<file path="src/rtl/trap_pkg.sv">
// ---------------------------------------------------------------------------
// trap_pkg
//   Shared definitions for the trap sequencer:
//   exception/interrupt cause codes, mstatus bit positions,
//   privilege encodings and the trap FSM state encoding.
//   Optional feature macro used by the consumers of this package:
//   TRAP_CTRL_IRQ_EN.
// ---------------------------------------------------------------------------
package trap_pkg;

    typedef enum logic [1:0] {
        ST_IDLE   = 2'd0,
        ST_ENTER  = 2'd1,
        ST_VECTOR = 2'd2,
        ST_RETURN = 2'd3
    } trap_state_e;

    // Synchronous exception causes
    localparam logic [3:0] CAUSE_MISALIGN_IF = 4'd0;
    localparam logic [3:0] CAUSE_ILLEGAL     = 4'd2;
    localparam logic [3:0] CAUSE_BREAKPOINT  = 4'd3;
    localparam logic [3:0] CAUSE_MISALIGN_LD = 4'd4;
    localparam logic [3:0] CAUSE_ECALL_U     = 4'd8;
    localparam logic [3:0] CAUSE_ECALL_S     = 4'd9;
    localparam logic [3:0] CAUSE_ECALL_M     = 4'd11;

    // Interrupt causes (mcause MSB set separately)
    localparam logic [3:0] CAUSE_IRQ_MSI     = 4'd3;
    localparam logic [3:0] CAUSE_IRQ_MTI     = 4'd7;
    localparam logic [3:0] CAUSE_IRQ_MEI     = 4'd11;

    // mstatus fields
    localparam int MSTATUS_MIE    = 3;
    localparam int MSTATUS_MPIE   = 7;
    localparam int MSTATUS_MPP_LO = 11;
    localparam int MSTATUS_MPP_HI = 12;

    // Privilege levels
    localparam logic [1:0] PRIV_U = 2'b00;
    localparam logic [1:0] PRIV_S = 2'b01;
    localparam logic [1:0] PRIV_M = 2'b11;

endpackage

</file>
<file path="src/rtl/trap_prio_enc.sv">
// ---------------------------------------------------------------------------
// trap_prio_enc
//   Combinational priority encoder for trap requests.
//   Order: fetch misalign > illegal/CSR fault > EBREAK > ECALL >
//          load misalign > interrupt (MEI > MSI > MTI).
//   Ports:
//     priv_lvl         current privilege (selects ECALL cause)
//     exc_* / is_*     synchronous exception requests
//     pc_cur, pc_target, instr_bits, csr_exc_val, ld_addr  mtval sources
//     irq_req          {MEI,MTI,MSI} already masked by enables/global gate
//     valid            some trap requested
//     intr             selected trap is an interrupt
//     cause            4-bit cause code
//     mtval            trap value for the selected request
//   irq_req is tied to zero by the parent unless TRAP_CTRL_IRQ_EN is defined.
// ---------------------------------------------------------------------------
module trap_prio_enc
    import trap_pkg::*;
#(
    parameter int XLEN = 64
) (
    input  logic [1:0]      priv_lvl,
    input  logic [XLEN-1:0] pc_cur,
    input  logic [31:0]     instr_bits,
    input  logic            exc_misalign_if,
    input  logic [XLEN-1:0] pc_target,
    input  logic            exc_illegal,
    input  logic            csr_exc_en,
    input  logic [XLEN-1:0] csr_exc_val,
    input  logic            is_ecall,
    input  logic            is_ebreak,
    input  logic            exc_misalign_ld,
    input  logic [XLEN-1:0] ld_addr,
    input  logic [2:0]      irq_req,
    output logic            valid,
    output logic            intr,
    output logic [3:0]      cause,
    output logic [XLEN-1:0] mtval
);

    always_comb begin
        valid = 1'b1;
        intr  = 1'b0;
        cause = 4'd0;
        mtval = '0;
        if (exc_misalign_if) begin
            cause = CAUSE_MISALIGN_IF;
            mtval = pc_target;
        end else if (exc_illegal || csr_exc_en) begin
            cause = CAUSE_ILLEGAL;
            // A CSR fault reports the CSR address rather than the opcode
            mtval = csr_exc_en ? csr_exc_val : {{(XLEN-32){1'b0}}, instr_bits};
        end else if (is_ebreak) begin
            cause = CAUSE_BREAKPOINT;
            mtval = pc_cur;
        end else if (is_ecall) begin
            case (priv_lvl)
                PRIV_U:  cause = CAUSE_ECALL_U;
                PRIV_S:  cause = CAUSE_ECALL_S;
                default: cause = CAUSE_ECALL_M;
            endcase
        end else if (exc_misalign_ld) begin
            cause = CAUSE_MISALIGN_LD;
            mtval = ld_addr;
        end else if (irq_req[2]) begin
            intr  = 1'b1;
            cause = CAUSE_IRQ_MEI;
        end else if (irq_req[0]) begin
            intr  = 1'b1;
            cause = CAUSE_IRQ_MSI;
        end else if (irq_req[1]) begin
            intr  = 1'b1;
            cause = CAUSE_IRQ_MTI;
        end else begin
            valid = 1'b0;
        end
    end

endmodule

</file>
<file path="src/rtl/trap_ctrl.sv">
// ---------------------------------------------------------------------------
// trap_ctrl
//   Trap sequencer upstream of csr_machine. Arbitrates synchronous
//   exceptions, optional interrupts and MRET; produces trap_taken/trap_done
//   with the next mepc/mcause/mtval/mstatus values, owns the privilege
//   level, stalls/flushes the pipeline and issues the PC redirect.
//   Sequences: IDLE -> ENTER -> VECTOR -> IDLE (trap)
//              IDLE -> RETURN -> IDLE          (MRET)
//   Ports:
//     clk, rst                 clock, synchronous active-high reset
//     pc_cur .. ld_addr        request inputs and their mtval sources
//     is_mret                  MRET request
//     irq_pending, irq_enable  {MEI,MTI,MSI}; only used with TRAP_CTRL_IRQ_EN
//     mstatus_current, mtvec_trap, mepc_cur, mcause_cur, mtval_cur  CSR state
//     trap_taken, trap_done    one-cycle commit pulses
//     mepc/mcause/mtval/mstatus_next  valid with either commit pulse
//     priv_lvl                 current privilege
//     stall, flush             pipeline hold / kill
//     redirect_valid, redirect_pc  fetch redirect
//   Optional feature macro: TRAP_CTRL_IRQ_EN (interrupts + vectored mtvec).
// ---------------------------------------------------------------------------
module trap_ctrl
    import trap_pkg::*;
#(
    parameter int         XLEN       = 64,
    parameter logic [1:0] RESET_PRIV = 2'b11
) (
    input  logic            clk,
    input  logic            rst,
    input  logic [XLEN-1:0] pc_cur,
    input  logic [31:0]     instr_bits,
    input  logic            exc_misalign_if,
    input  logic [XLEN-1:0] pc_target,
    input  logic            exc_illegal,
    input  logic            csr_exc_en,
    input  logic [XLEN-1:0] csr_exc_val,
    input  logic            is_ecall,
    input  logic            is_ebreak,
    input  logic            exc_misalign_ld,
    input  logic [XLEN-1:0] ld_addr,
    input  logic            is_mret,
    input  logic [2:0]      irq_pending,
    input  logic [2:0]      irq_enable,
    input  logic [XLEN-1:0] mstatus_current,
    input  logic [XLEN-1:0] mtvec_trap,
    input  logic [XLEN-1:0] mepc_cur,
    input  logic [XLEN-1:0] mcause_cur,
    input  logic [XLEN-1:0] mtval_cur,
    output logic            trap_taken,
    output logic            trap_done,
    output logic [XLEN-1:0] mepc_next,
    output logic [XLEN-1:0] mcause_next,
    output logic [XLEN-1:0] mtval_next,
    output logic [XLEN-1:0] mstatus_next,
    output logic [1:0]      priv_lvl,
    output logic            stall,
    output logic            flush,
    output logic            redirect_valid,
    output logic [XLEN-1:0] redirect_pc
);

    trap_state_e     state, state_nxt;
    logic [2:0]      irq_req;
    logic            enc_valid, enc_intr;
    logic [3:0]      enc_cause;
    logic [XLEN-1:0] enc_mtval;
    logic            intr_p1;
    logic [3:0]      cause_p1;
    logic [XLEN-1:0] mtval_p1, mepc_p1, vector_pc;

    function automatic logic [XLEN-1:0] mstatus_on_trap(input logic [XLEN-1:0] ms,
                                                         input logic [1:0]      pl);
        logic [XLEN-1:0] r;
        r                               = ms;
        r[MSTATUS_MPIE]                 = ms[MSTATUS_MIE];
        r[MSTATUS_MIE]                  = 1'b0;
        r[MSTATUS_MPP_HI:MSTATUS_MPP_LO] = pl;
        return r;
    endfunction

    function automatic logic [XLEN-1:0] mstatus_on_mret(input logic [XLEN-1:0] ms);
        logic [XLEN-1:0] r;
        r                               = ms;
        r[MSTATUS_MIE]                  = ms[MSTATUS_MPIE];
        r[MSTATUS_MPIE]                 = 1'b1;
        r[MSTATUS_MPP_HI:MSTATUS_MPP_LO] = PRIV_U;
        return r;
    endfunction

`ifdef TRAP_CTRL_IRQ_EN
    // Interrupts are globally enabled by MIE in M-mode, always below M-mode
    logic irq_glb;
    assign irq_glb = mstatus_current[MSTATUS_MIE] | (priv_lvl != PRIV_M);
    assign irq_req = irq_pending & irq_enable & {3{irq_glb}};

    always_comb begin
        vector_pc = {mtvec_trap[XLEN-1:2], 2'b00};
        if (intr_p1 && (mtvec_trap[1:0] == 2'b01))
            vector_pc = vector_pc + {{(XLEN-6){1'b0}}, cause_p1, 2'b00};
    end

    logic unused_ok;
    assign unused_ok = pc_cur[0];
`else
    assign irq_req   = 3'b000;
    assign vector_pc = {mtvec_trap[XLEN-1:2], 2'b00};

    logic unused_ok;
    assign unused_ok = ^{irq_pending, irq_enable, mtvec_trap[1:0], pc_cur[0], intr_p1};
`endif

    trap_prio_enc #(.XLEN(XLEN)) u_prio (
        .priv_lvl        (priv_lvl),
        .pc_cur          (pc_cur),
        .instr_bits      (instr_bits),
        .exc_misalign_if (exc_misalign_if),
        .pc_target       (pc_target),
        .exc_illegal     (exc_illegal),
        .csr_exc_en      (csr_exc_en),
        .csr_exc_val     (csr_exc_val),
        .is_ecall        (is_ecall),
        .is_ebreak       (is_ebreak),
        .exc_misalign_ld (exc_misalign_ld),
        .ld_addr         (ld_addr),
        .irq_req         (irq_req),
        .valid           (enc_valid),
        .intr            (enc_intr),
        .cause           (enc_cause),
        .mtval           (enc_mtval)
    );

    // ---- state register ----
    always_ff @(posedge clk) begin
        if (rst) state <= ST_IDLE;
        else     state <= state_nxt;
    end

    // ---- next-state logic: requests only considered in IDLE ----
    always_comb begin
        state_nxt = state;
        case (state)
            ST_IDLE: begin
                if (enc_valid)    state_nxt = ST_ENTER;
                else if (is_mret) state_nxt = ST_RETURN;
            end
            ST_ENTER:  state_nxt = ST_VECTOR;
            ST_VECTOR: state_nxt = ST_IDLE;
            ST_RETURN: state_nxt = ST_IDLE;
            default:   state_nxt = ST_IDLE;
        endcase
    end

    // ---- privilege register ----
    always_ff @(posedge clk) begin
        if (rst)                    priv_lvl <= RESET_PRIV;
        else if (state == ST_ENTER)  priv_lvl <= PRIV_M;
        else if (state == ST_RETURN) priv_lvl <= mstatus_current[MSTATUS_MPP_HI:MSTATUS_MPP_LO];
    end

    // ---- p1: trap request captured on the IDLE sample edge ----
    always_ff @(posedge clk) begin
        if (state == ST_IDLE) begin
            intr_p1  <= enc_intr;
            cause_p1 <= enc_cause;
            mtval_p1 <= enc_mtval;
            mepc_p1  <= {pc_cur[XLEN-1:1], 1'b0};
        end
    end

    // ---- outputs: reset masks everything so an aborted sequence never commits ----
    always_comb begin
        trap_taken     = 1'b0;
        trap_done      = 1'b0;
        mepc_next      = '0;
        mcause_next    = '0;
        mtval_next     = '0;
        mstatus_next   = '0;
        stall          = 1'b0;
        redirect_valid = 1'b0;
        redirect_pc    = '0;
        if (!rst) begin
            case (state)
                ST_IDLE: stall = enc_valid | is_mret;
                ST_ENTER: begin
                    stall        = 1'b1;
                    trap_taken   = 1'b1;
                    mepc_next    = mepc_p1;
                    mcause_next  = {intr_p1, {(XLEN-5){1'b0}}, cause_p1};
                    mtval_next   = mtval_p1;
                    mstatus_next = mstatus_on_trap(mstatus_current, priv_lvl);
                end
                ST_VECTOR: begin
                    stall          = 1'b1;
                    redirect_valid = 1'b1;
                    redirect_pc    = vector_pc;
                end
                ST_RETURN: begin
                    stall          = 1'b1;
                    trap_done      = 1'b1;
                    mepc_next      = mepc_cur;
                    mcause_next    = mcause_cur;
                    mtval_next     = mtval_cur;
                    mstatus_next   = mstatus_on_mret(mstatus_current);
                    redirect_valid = 1'b1;
                    redirect_pc    = {mepc_cur[XLEN-1:1], 1'b0};
                end
                default: ;
            endcase
        end
    end

    assign flush = stall;

endmodule

</file>
<file path="config.mk">
export PLATFORM = sky130hd
export DESIGN_NAME = trap_ctrl
export DESIGN_NICKNAME = d
export VERILOG_FILES = /design/src/rtl/trap_pkg.sv /design/src/rtl/trap_prio_enc.sv /design/src/rtl/trap_ctrl.sv
export SDC_FILE = /design/constraint.sdc
export NUM_CORES = 1
export LEC_CHECK = 0
export CORE_AREA = 3 3 368 370
export DETAILED_ROUTE_END_ITERATION = 16
export DIE_AREA = 0 0 371 373
export PLACE_DENSITY = 0.35
export SYNTH_ARGS = -nofsm -noshare
export SYNTH_HDL_FRONTEND = slang
export SYNTH_SLANG_ARGS = --single-unit
export TNS_END_PERCENT = 1
</file>
<file path="constraint.sdc">
create_clock -name clk -period 20.5 [get_ports clk]
set_clock_uncertainty 0.1 [all_clocks]
set_input_delay 5.125 -clock clk [delete_from_list [all_inputs] [get_ports clk]]
set_output_delay 5.125 -clock clk [all_outputs]
set_load 0.01 [all_outputs]
</file>
==> out/metrics.csv, run 1 <==
stage,metric,value,unit
sta,Worst-Margin Slew,1.32,ns
global_routing,initial antenna violation count,17,
layout,share of cells above drive strength 1,3.74,%
setup_path,Critical Path End,mstatus_next[12],
sta,Fin. Hold Viols,0,
routing,via count,12434,
setup_path,"Critical Path, Cell by Cell","clkdlybuf4s50_1, nand2b_4, buf_4, nor2_1, and2_1, clkdlybuf4s50_1",
cts,Post-CTS Setup Bufs,0,
job,Max Cap Viol,0,
cts,clock buffer depth,2,
cts,level count of the clock H-tree,4,
cts,post_cts resized,0,
synthesis,Yosys top cell area share,38.5,%
synthesis,syn_area_per_cell,9.32,um2
synthesis,Netlist Area Pre-Place,0.0102,mm2
sta,RSZ-0062 raised after global routing,false,
synthesis,cell with the most instances after synthesis,nor2_1,
global_routing,GRT Overall Usage,13.3,%
setup_path,CP startpoint kind,input pin,
routing,WL per Instance,25.5,um
setup_path,Worst path most repeated cell,clkdlybuf4s50_1,
die,# rows,134,
sta,fin crit share,66.9,%
sta,Slew headroom,11.9,%
layout,design area,0.0222,mm2
sta,final slew viol count,0,
cts,Clock Root Buffer,clkbuf_16,
setup_path,Reg2Reg Setup Slack,17.97,ns
synthesis,sequential area share after synthesis,39.2,%
setup_path,"Req. time, crit path",15.27,ns
die,die area,0.138,mm2
cts,"Clk pin slew, worst setup/hold paths",0.08,ns
sta,total negative slack,0,ns
setup_path,crit-path max cell delay,0.74,ns
cts,Clock Latency Late Sink,0.51,ns
synthesis,Synth cell types,36,
setup_path,R2R Path End,mtval_p1[22],
sta,endpoints failing setup,0,
hold_path,Worst Hold Path Cells,2,
setup_path,WP data arrival,8.48,ns
setup_path,crit path from,rst,
place,DP HPWL,77.7,mm
setup_path,crit path capture type,output pin,
setup_path,CP max FO,55,
die,die width,371,um
synthesis,Synth top cells by count,"nor2_1, mux2i_1, edfxtp_1",
global_routing,vias in the first global route,12969,
synthesis,Synth async-reset ratio,0,%
synthesis,Gate Count Post-Synth,1097,
global_routing,pin count of the biggest net entering global routing,132,
routing,Iteration-0 DRC Markers,729,
cts,TritonCTS Buffers,17,
synthesis,Seq cells post-synth,135,
routing,Final ANT Viol Nets,0,
setup_path,Worst Reg-to-Reg Cells,3,
routing,vias per cell,3.31,
sta,fin crit period,13.71,ns
synthesis,Post-Syn Nets,1720,
place,DP Area,0.0216,mm2
die,Initial Utilization,7.69,%
place,Buffers on Ports,940,
power_and_ir_drop,Total Power,1090,uW
outcome,status,"finished, final reports clean",
setup_path,CP Class,input pin to output pin,
power_and_ir_drop,power per cell area,48.9,mW/mm2
setup_path,slowest CP cell,clkdlybuf4s50_1,
power_and_ir_drop,Leak,0.00751,uW
setup_path,crit path buf inv count,3,
global_routing,first-pass GRT wire length,123,mm
layout,nets,2590,
global_routing,grt ovf,0,
cts,clk sinks,135,
place,routability congestion estimate from global placement,0.800,
power_and_ir_drop,VDD IR max,0.0000515,V
synthesis,ranking of synthesized cells by area,"edfxtp_1, mux2i_1, nor2_1",
routing,Remaining DRCs,0,
setup_path,worst r2r src,state[0],
synthesis,predominant post-synthesis flop cell,edfxtp_1,
die,# IOs,950,
synthesis,cell taking the most area after synthesis,edfxtp_1,
hold_path,Hold WC Path Type,flip-flop to flip-flop,
sta,Max Freq,0.0730,GHz
synthesis,number of flops mapped to enable cells by yosys,131,
layout,Syn-to-layout area delta,117,%
die,core area,0.133,mm2
setup_path,Crit. path cell count,6,
routing,Pre-antenna DRT Iters,8,
setup_path,"CP delay by family, top",buffers and inverters,
die,die height,373,um
cts,CTS Hold Bufs,0,
routing,drt total wl,95.8,mm
synthesis,YS warnings,0,
cts,CTS tree,done,
==> cell usage in the layout, fill, tap and decap left out, types with 3 or more instances in the layout <==
cell type | Yosys | final
a221oi_1 | 42 | 42
diode_2 | 0 | 8
and3_1 | 63 | 63
nor2_1 | 198 | 197
buf_4 | 7 | 28
nor2b_1 | 45 | 42
nand3_1 | 21 | 21
nor4bb_1 | 32 | 32
a211oi_1 | 11 | 11
inv_6 | 0 | 4
a21oi_1 | 35 | 35
nand2_1 | 24 | 24
a222oi_1 | 21 | 21
nor3_1 | 11 | 11
mux2i_1 | 193 | 193
clkinvlp_4 | 0 | 4
clkbuf_16 | 0 | 17
clkbuf_1 | 58 | 3
clkdlybuf4s50_1 | 0 | 935
o21ai_0 | 31 | 31
o21ai_1 | 3 | 3
edfxtp_1 | 131 | 131
and2_1 | 97 | 97
bufinv_16 | 0 | 3
==> state kept, by name, indices dropped and copies added, names as in the netlist <==
name      count
priv_lvl      2
mtval_p1     64
mepc_p1      63
cause_p1      4
state         2
==> worst reg2reg max path: stages (launching register included) <==
cell	delay, ns
dfxtp_4	0.59
buf_4	0.51
nor2_4	0.08
buf_12	0.25
==> power by group <==
group          switching (uW)  total (uW)  internal [uW]
logic                     173         370            196
registers                12.7         356            343
clock network             168         362            194
==> how the worst min path moves through the flow <==
stage	start	to	slack, ns
detailed placement	priv_lvl[0]	priv_lvl[0]	0.58
global route	priv_lvl[0]	priv_lvl[0]	0.62
finish	priv_lvl[0]	priv_lvl[0]	0.58
global placement	priv_lvl[0]	priv_lvl[0]	0.57
floorplan	priv_lvl[0]	priv_lvl[0]	0.45
CTS	priv_lvl[0]	priv_lvl[0]	0.59
==> logic make-up (layout without fill, tap and decap cells) <==
logic type,count (synthesis),count (layout),share of synthesized area [%]
muxes,193,193,18.9
DFF,135,135,39.2
other,1,9,0.0367
buffers and inverters,118,1001,5.20
and+or+nand+nor,503,503,26.5
AOI/OAI and AO/OA,147,147,10.1
==> layout make-up <==
class,instances,area [um2]
clock buffers,20,437
clock inverters,12,166
multi-input cells,844,5740
well taps,1768,2210
flip-flops and latches,135,4020
inverters,2,7.51
diodes,8,20.0
repair buffers,967,9620
fillers,14943,111000
==> through the flow <==
step           hold WS, ns  setup WS [ns]  cells  util (%)
3_3_place_gp         0.572           6.58   3716      16.2
6_report             0.576           6.79   3756      16.7
4_1_cts              0.593           6.58   3748      16.7
3_5_place_dp         0.582           6.58   3716      16.2
5_1_grt              0.623           6.51   3750      16.7
2_1_floorplan        0.449           7.87   1097         -
==> layer usage <==
| layer | track usage [%] | wire [um] | vias to the layer above |
|---|---|---|---|
| met1 | 16.5 | 41300 | 6005 |
| met4 | 3.20 | 1500 | 8 |
| li1 | - | - | 5766 |
| met2 | 21.4 | 43800 | 602 |
| met3 | 5.37 | 9190 | 53 |
| met5 | 0 | 52 | - |
(Power assumes the default switching activity.)
==> run 2: changes to the inputs <==
- CORE_AREA: 3 3 368 370 -> 3 3 371 373
- DIE_AREA: 0 0 371 373 -> 0 0 374 376
- clock period: 20.5 -> 11.8 ns (I/O delays scaled with it)
==> out/metrics.csv, run 2 (synthesis gave the netlist of run 1 again) <==
stage,metric,value,unit
layout,Largest register FFs,64,
cts,post_cts resized,0,
layout,most frequent cells in the layout,"clkdlybuf4s50_1, nor2_1, mux2i_1, edfxtp_1, and2_1",
layout,Fillers,15226,
die,Initial Utilization,7.58,%
routing,Iteration-0 DRC Markers,665,
sta,fin crit share,74.3,%
routing,Final ANT Viol Nets,0,
power_and_ir_drop,VDD IR max,0.0000972,V
place,DP HPWL,78.8,mm
place,pre-CTS WS,3.02,ns
layout,largest registers,"mtval_p1 x64, mepc_p1 x63, cause_p1 x4",
global_routing,GRT Overall Usage,13.2,%
layout,non-filler cells in the finished layout,3768,
cts,CTS tree,done,
sta,Fin. Hold Viols,0,
place,dpl cells,3729,
cts,clk sinks,135,
setup_path,Crit. path cell count,5,
setup_path,Critical Path End,mstatus_next[33],
setup_path,CP startpoint kind,input pin,
setup_path,crit-path max cell delay,1.05,ns
job,Max Cap Viol,0,
setup_path,Worst path most repeated cell,clkdlybuf4s50_1,
sta,fin crit period,8.77,ns
routing,Remaining DRCs,0,
layout,nets,2590,
cts,CTS Hold Bufs,0,
power_and_ir_drop,Leak,0.00750,uW
die,die area,0.141,mm2
sta,Slew headroom,32.1,%
setup_path,crit path capture type,output pin,
setup_path,Worst Reg-to-Reg Cells,4,
layout,share of cells above drive strength 1,3.74,%
routing,Pre-antenna DRT Iters,7,
global_routing,first-pass GRT wire length,124,mm
setup_path,Reg2Reg Setup Slack,8.86,ns
cts,Clock Root Buffer,clkbuf_16,
routing,vias per cell,3.30,
place,Buffers on Ports,940,
layout,Syn-to-layout area delta,117,%
global_routing,grt ovf,0,
setup_path,CP Class,input pin to output pin,
sta,final slew viol count,0,
die,core area,0.135,mm2
setup_path,CP max FO,35,
cts,clock buffer depth,2,
sta,RSZ-0062 raised after global routing,false,
routing,via count,12425,
setup_path,WP data arrival,5.72,ns
setup_path,crit path buf inv count,3,
sta,total negative slack,0,ns
cts,level count of the clock H-tree,4,
global_routing,pin count of the biggest net entering global routing,104,
sta,fin worst setup slack,3.03,ns
hold_path,Hold WC Path Type,flip-flop to flip-flop,
setup_path,slowest CP cell,clkdlybuf4s50_1,
sta,endpoints failing setup,0,
setup_path,worst r2r src,state[0],
die,die height,376,um
routing,drt total wl,96.7,mm
setup_path,"Req. time, crit path",8.75,ns
layout,Top reg by flops,mtval_p1,
die,# IOs,950,
place,routability congestion estimate from global placement,0.786,
routing,WL per Instance,25.7,um
setup_path,crit path from,rst,
cts,"Clk pin slew, worst setup/hold paths",0.08,ns
cts,TritonCTS Buffers,17,
sta,Worst-Margin Slew,0.991,ns
outcome,status,"finished, final reports clean",
global_routing,vias in the first global route,13008,
die,# rows,135,
power_and_ir_drop,power per cell area,83.2,mW/mm2
layout,"commonest non-fill, non-tap cell in the layout",clkdlybuf4s50_1,
cts,Post-CTS Setup Bufs,0,
setup_path,R2R Path End,mtval_p1[18],
cts,Clock Latency Late Sink,0.51,ns
setup_path,"Critical Path, Cell by Cell","clkdlybuf4s50_1, nor2b_4, buf_4, and2_1, clkdlybuf4s50_1",
global_routing,initial antenna violation count,31,
sta,Max Freq,0.114,GHz
die,die width,374,um
setup_path,"CP delay by family, top",buffers and inverters,
## run 2: layout make-up
type	instances	area (um2)	area share [%]
Clock buffer	20	437	1.97
Antenna cell	7	17.5	0.0790
Timing Repair Buffer	967	9610	43.3
Tap cell	1781	2230	10.0
Sequential cell	135	4020	18.1
Clock inverter	12	119	0.536
Inverter	2	7.51	0.0338
Multi-Input combinational cell	844	5750	25.9
## run 2: how the worst min path moves through the flow
stage / cells past startpoint / from / end
floorplan: 2 / priv_lvl[0] / priv_lvl[0]
detailed placement: 2 / priv_lvl[0] / priv_lvl[0]
global route: 2 / priv_lvl[1] / priv_lvl[1]
CTS: 2 / priv_lvl[1] / priv_lvl[1]
finish: 2 / priv_lvl[0] / priv_lvl[0]
global placement: 2 / priv_lvl[0] / priv_lvl[0]
## run 2: through the flow
stage | total power (uW) | cell area, um2 | util, % | hold WS, ns
global placement | 1290 | 21600 | 16.0 | 0.582
global route | 1950 | 22200 | 16.4 | 0.667
detailed placement | 1290 | 21600 | 16.0 | 0.587
floorplan | 847 | 10200 | - | 0.449
finish | 1850 | 22200 | 16.4 | 0.615
CTS | 1910 | 22200 | 16.4 | 0.612
## run 2: worst min-delay path, stage by stage, from the launching register on
cell	delay, ns
dfxtp_1	0.49
o22ai_1	0.13
nand2b_1	0.07
## run 2: routing by layer
layer  vias to the layer above  routed length [um]  share of wire (%)  global-route usage (%)
met5                         -                 160               0.17                       0
met4                        24                1410                1.5                    3.39
met3                        71                8990                9.3                    5.44
met2                       612               44600                 46                    21.2
met1                      5953               41500                 43                    16.2
li1                       5765                   -                  -                       -
## run 2: report_power, final
part / internal, uW / switching [uW]
combinational: 340 / 305
clock: 293 / 288
sequential: 595 / 24.0
total: 1230 / 617
==> run 3: changes to the inputs <==
- CORE_AREA: 3 3 371 373 -> 3 3 368 370
- DIE_AREA: 0 0 374 376 -> 0 0 371 373
- clock period: 11.8 -> 8.9 ns (I/O delays scaled with it)
==> out/metrics.csv, run 3 (synthesis gave the netlist of run 1 again) <==
stage,metric,value,unit
sta,total negative slack,0,ns
layout,"commonest non-fill, non-tap cell in the layout",clkdlybuf4s50_1,
place,Buffers on Ports,940,
layout,Syn-to-layout area delta,117,%
die,# rows,134,
cts,level count of the clock H-tree,4,
layout,Final Util,16.7,%
cts,Clock Latency Late Sink,0.52,ns
place,DP HPWL,78.4,mm
die,die area,0.138,mm2
sta,fin crit period,7.43,ns
setup_path,Reg2Reg Setup Slack,6.09,ns
sta,fin crit share,83.5,%
sta,Fin. Hold Viols,0,
setup_path,CP startpoint kind,input pin,
sta,RSZ-0062 raised after global routing,false,
setup_path,crit path from,rst,
sta,Worst-Margin Slew,1.25,ns
sta,endpoints failing setup,0,
setup_path,CP Class,input pin to output pin,
routing,Pre-antenna DRT Iters,6,
global_routing,pin count of the biggest net entering global routing,132,
layout,Top reg by flops,mtval_p1,
layout,largest registers,"mtval_p1 x64, mepc_p1 x63, cause_p1 x4",
setup_path,worst r2r src,state[0],
die,# IOs,950,
die,core area,0.133,mm2
sta,Slew headroom,16.5,%
setup_path,CP max FO,43,
cts,Clock Root Buffer,clkbuf_16,
cts,CTS Hold Bufs,0,
die,die height,373,um
setup_path,R2R Path End,mepc_p1[59],
cts,clk sinks,135,
layout,Fillers,14949,
cts,CTS tree,done,
setup_path,Critical Path End,mtval_next[31],
layout,design area,0.0222,mm2
setup_path,WP data arrival,5.11,ns
global_routing,GRT Overall Usage,13.5,%
routing,Remaining DRCs,0,
cts,post_cts resized,0,
routing,Iteration-0 DRC Markers,695,
layout,share of cells above drive strength 1,3.64,%
global_routing,grt ovf,0,
routing,Final ANT Viol Nets,0,
cts,Post-CTS Setup Bufs,0,
routing,WL per Instance,25.8,um
layout,most frequent cells in the layout,"clkdlybuf4s50_1, nor2_1, mux2i_1, edfxtp_1, and2_1",
setup_path,crit path capture type,output pin,
global_routing,vias in the first global route,12907,
setup_path,"Req. time, crit path",6.58,ns
cts,clock buffer depth,2,
power_and_ir_drop,Total Power,2530,uW
layout,nets,2587,
routing,vias per cell,3.32,
place,pre-CTS WS,1.42,ns
global_routing,initial antenna violation count,26,
setup_path,Worst Reg-to-Reg Cells,3,
hold_path,Hold WC Path Type,flip-flop to flip-flop,
setup_path,slowest CP cell,clkdlybuf4s50_1,
die,Initial Utilization,7.69,%
power_and_ir_drop,power per cell area,114,mW/mm2
routing,drt total wl,97.0,mm
job,Max Cap Viol,0,
layout,Largest register FFs,64,
cts,TritonCTS Buffers,17,
setup_path,Worst path most repeated cell,clkdlybuf4s50_1,
setup_path,"Critical Path, Cell by Cell","clkdlybuf4s50_1, nand2b_4, buf_4, nor2_1, clkdlybuf4s50_1",
sta,final slew viol count,0,
routing,via count,12474,
sta,fin worst setup slack,1.47,ns
place,DP Area,0.0216,mm2
place,routability congestion estimate from global placement,0.774,
global_routing,first-pass GRT wire length,124,mm
power_and_ir_drop,VDD IR max,0.000148,V
cts,"Clk pin slew, worst setup/hold paths",0.08,ns
power_and_ir_drop,Leak,0.00753,uW
setup_path,crit-path max cell delay,0.77,ns
sta,Max Freq,0.135,GHz
die,die width,371,um
outcome,status,"finished, final reports clean",
## run 3: changes by cell type in the layout (fill, tap and decap cells not counted)
cell        before  now
clkinv_2         2    1
nor2b_2          0    1
inv_8            1    0
clkinvlp_4       2    1
buf_4           29   24
buf_12           1    3
clkbuf_1         3    2
bufinv_16        1    4
diode_2          7    9
nor2b_4          4    3
clkinv_4         2    3
## run 3: per-layer routing
layer | share of wire (%) | vias up | GRT usage (%)
li1 | - | 5760 | -
met1 | 42 | 6014 | 16.5
met2 | 46 | 636 | 22.1
met3 | 9.8 | 58 | 5.55
met4 | 1.3 | 6 | 2.69
met5 | 0.043 | - | 0
## run 3: area by class of cell
class                           count  area [um2]  share of cell area (%)
Timing Repair Buffer              964        9610                    43.2
Multi-Input combinational cell    844        5740                    25.8
Sequential cell                   135        4020                    18.1
Tap cell                         1768        2210                    9.95
Clock buffer                       19         433                    1.95
Clock inverter                     13         194                   0.872
Antenna cell                        9        22.5                   0.101
Inverter                            2        7.51                  0.0338
## run 3: how the worst min path moves through the flow
stage | slack [ns] | to | startpoint | cells after the start
6_report | 0.58 | priv_lvl[0] | priv_lvl[0] | 2
5_1_grt | 0.67 | state[0] | state[1] | 1
2_1_floorplan | 0.45 | priv_lvl[0] | priv_lvl[0] | 2
3_3_place_gp | 0.62 | priv_lvl[0] | priv_lvl[0] | 2
3_5_place_dp | 0.62 | priv_lvl[0] | priv_lvl[0] | 2
4_1_cts | 0.64 | priv_lvl[0] | priv_lvl[0] | 2
## run 3: stage by stage
step	cells	hold WS (ns)
after CTS	3745	0.636
after global placement	3713	0.621
after detailed placement	3713	0.621
after global routing	3749	0.667
after floorplan	1097	0.449
final	3754	0.577
## run 3: where the power goes
group	switching, uW	internal, uW	leakage [uW]
Clock	378	473	0.000303
Sequential	41.9	790	0.00135
Combinational	400	451	0.00588
Total	820	1710	0.00753
## run 3: critical path: cells and delay by family
family | cells | cell delay [ns]
buffers and inverters | 3 | 1.95
AND/OR/NAND/NOR | 2 | 0.77
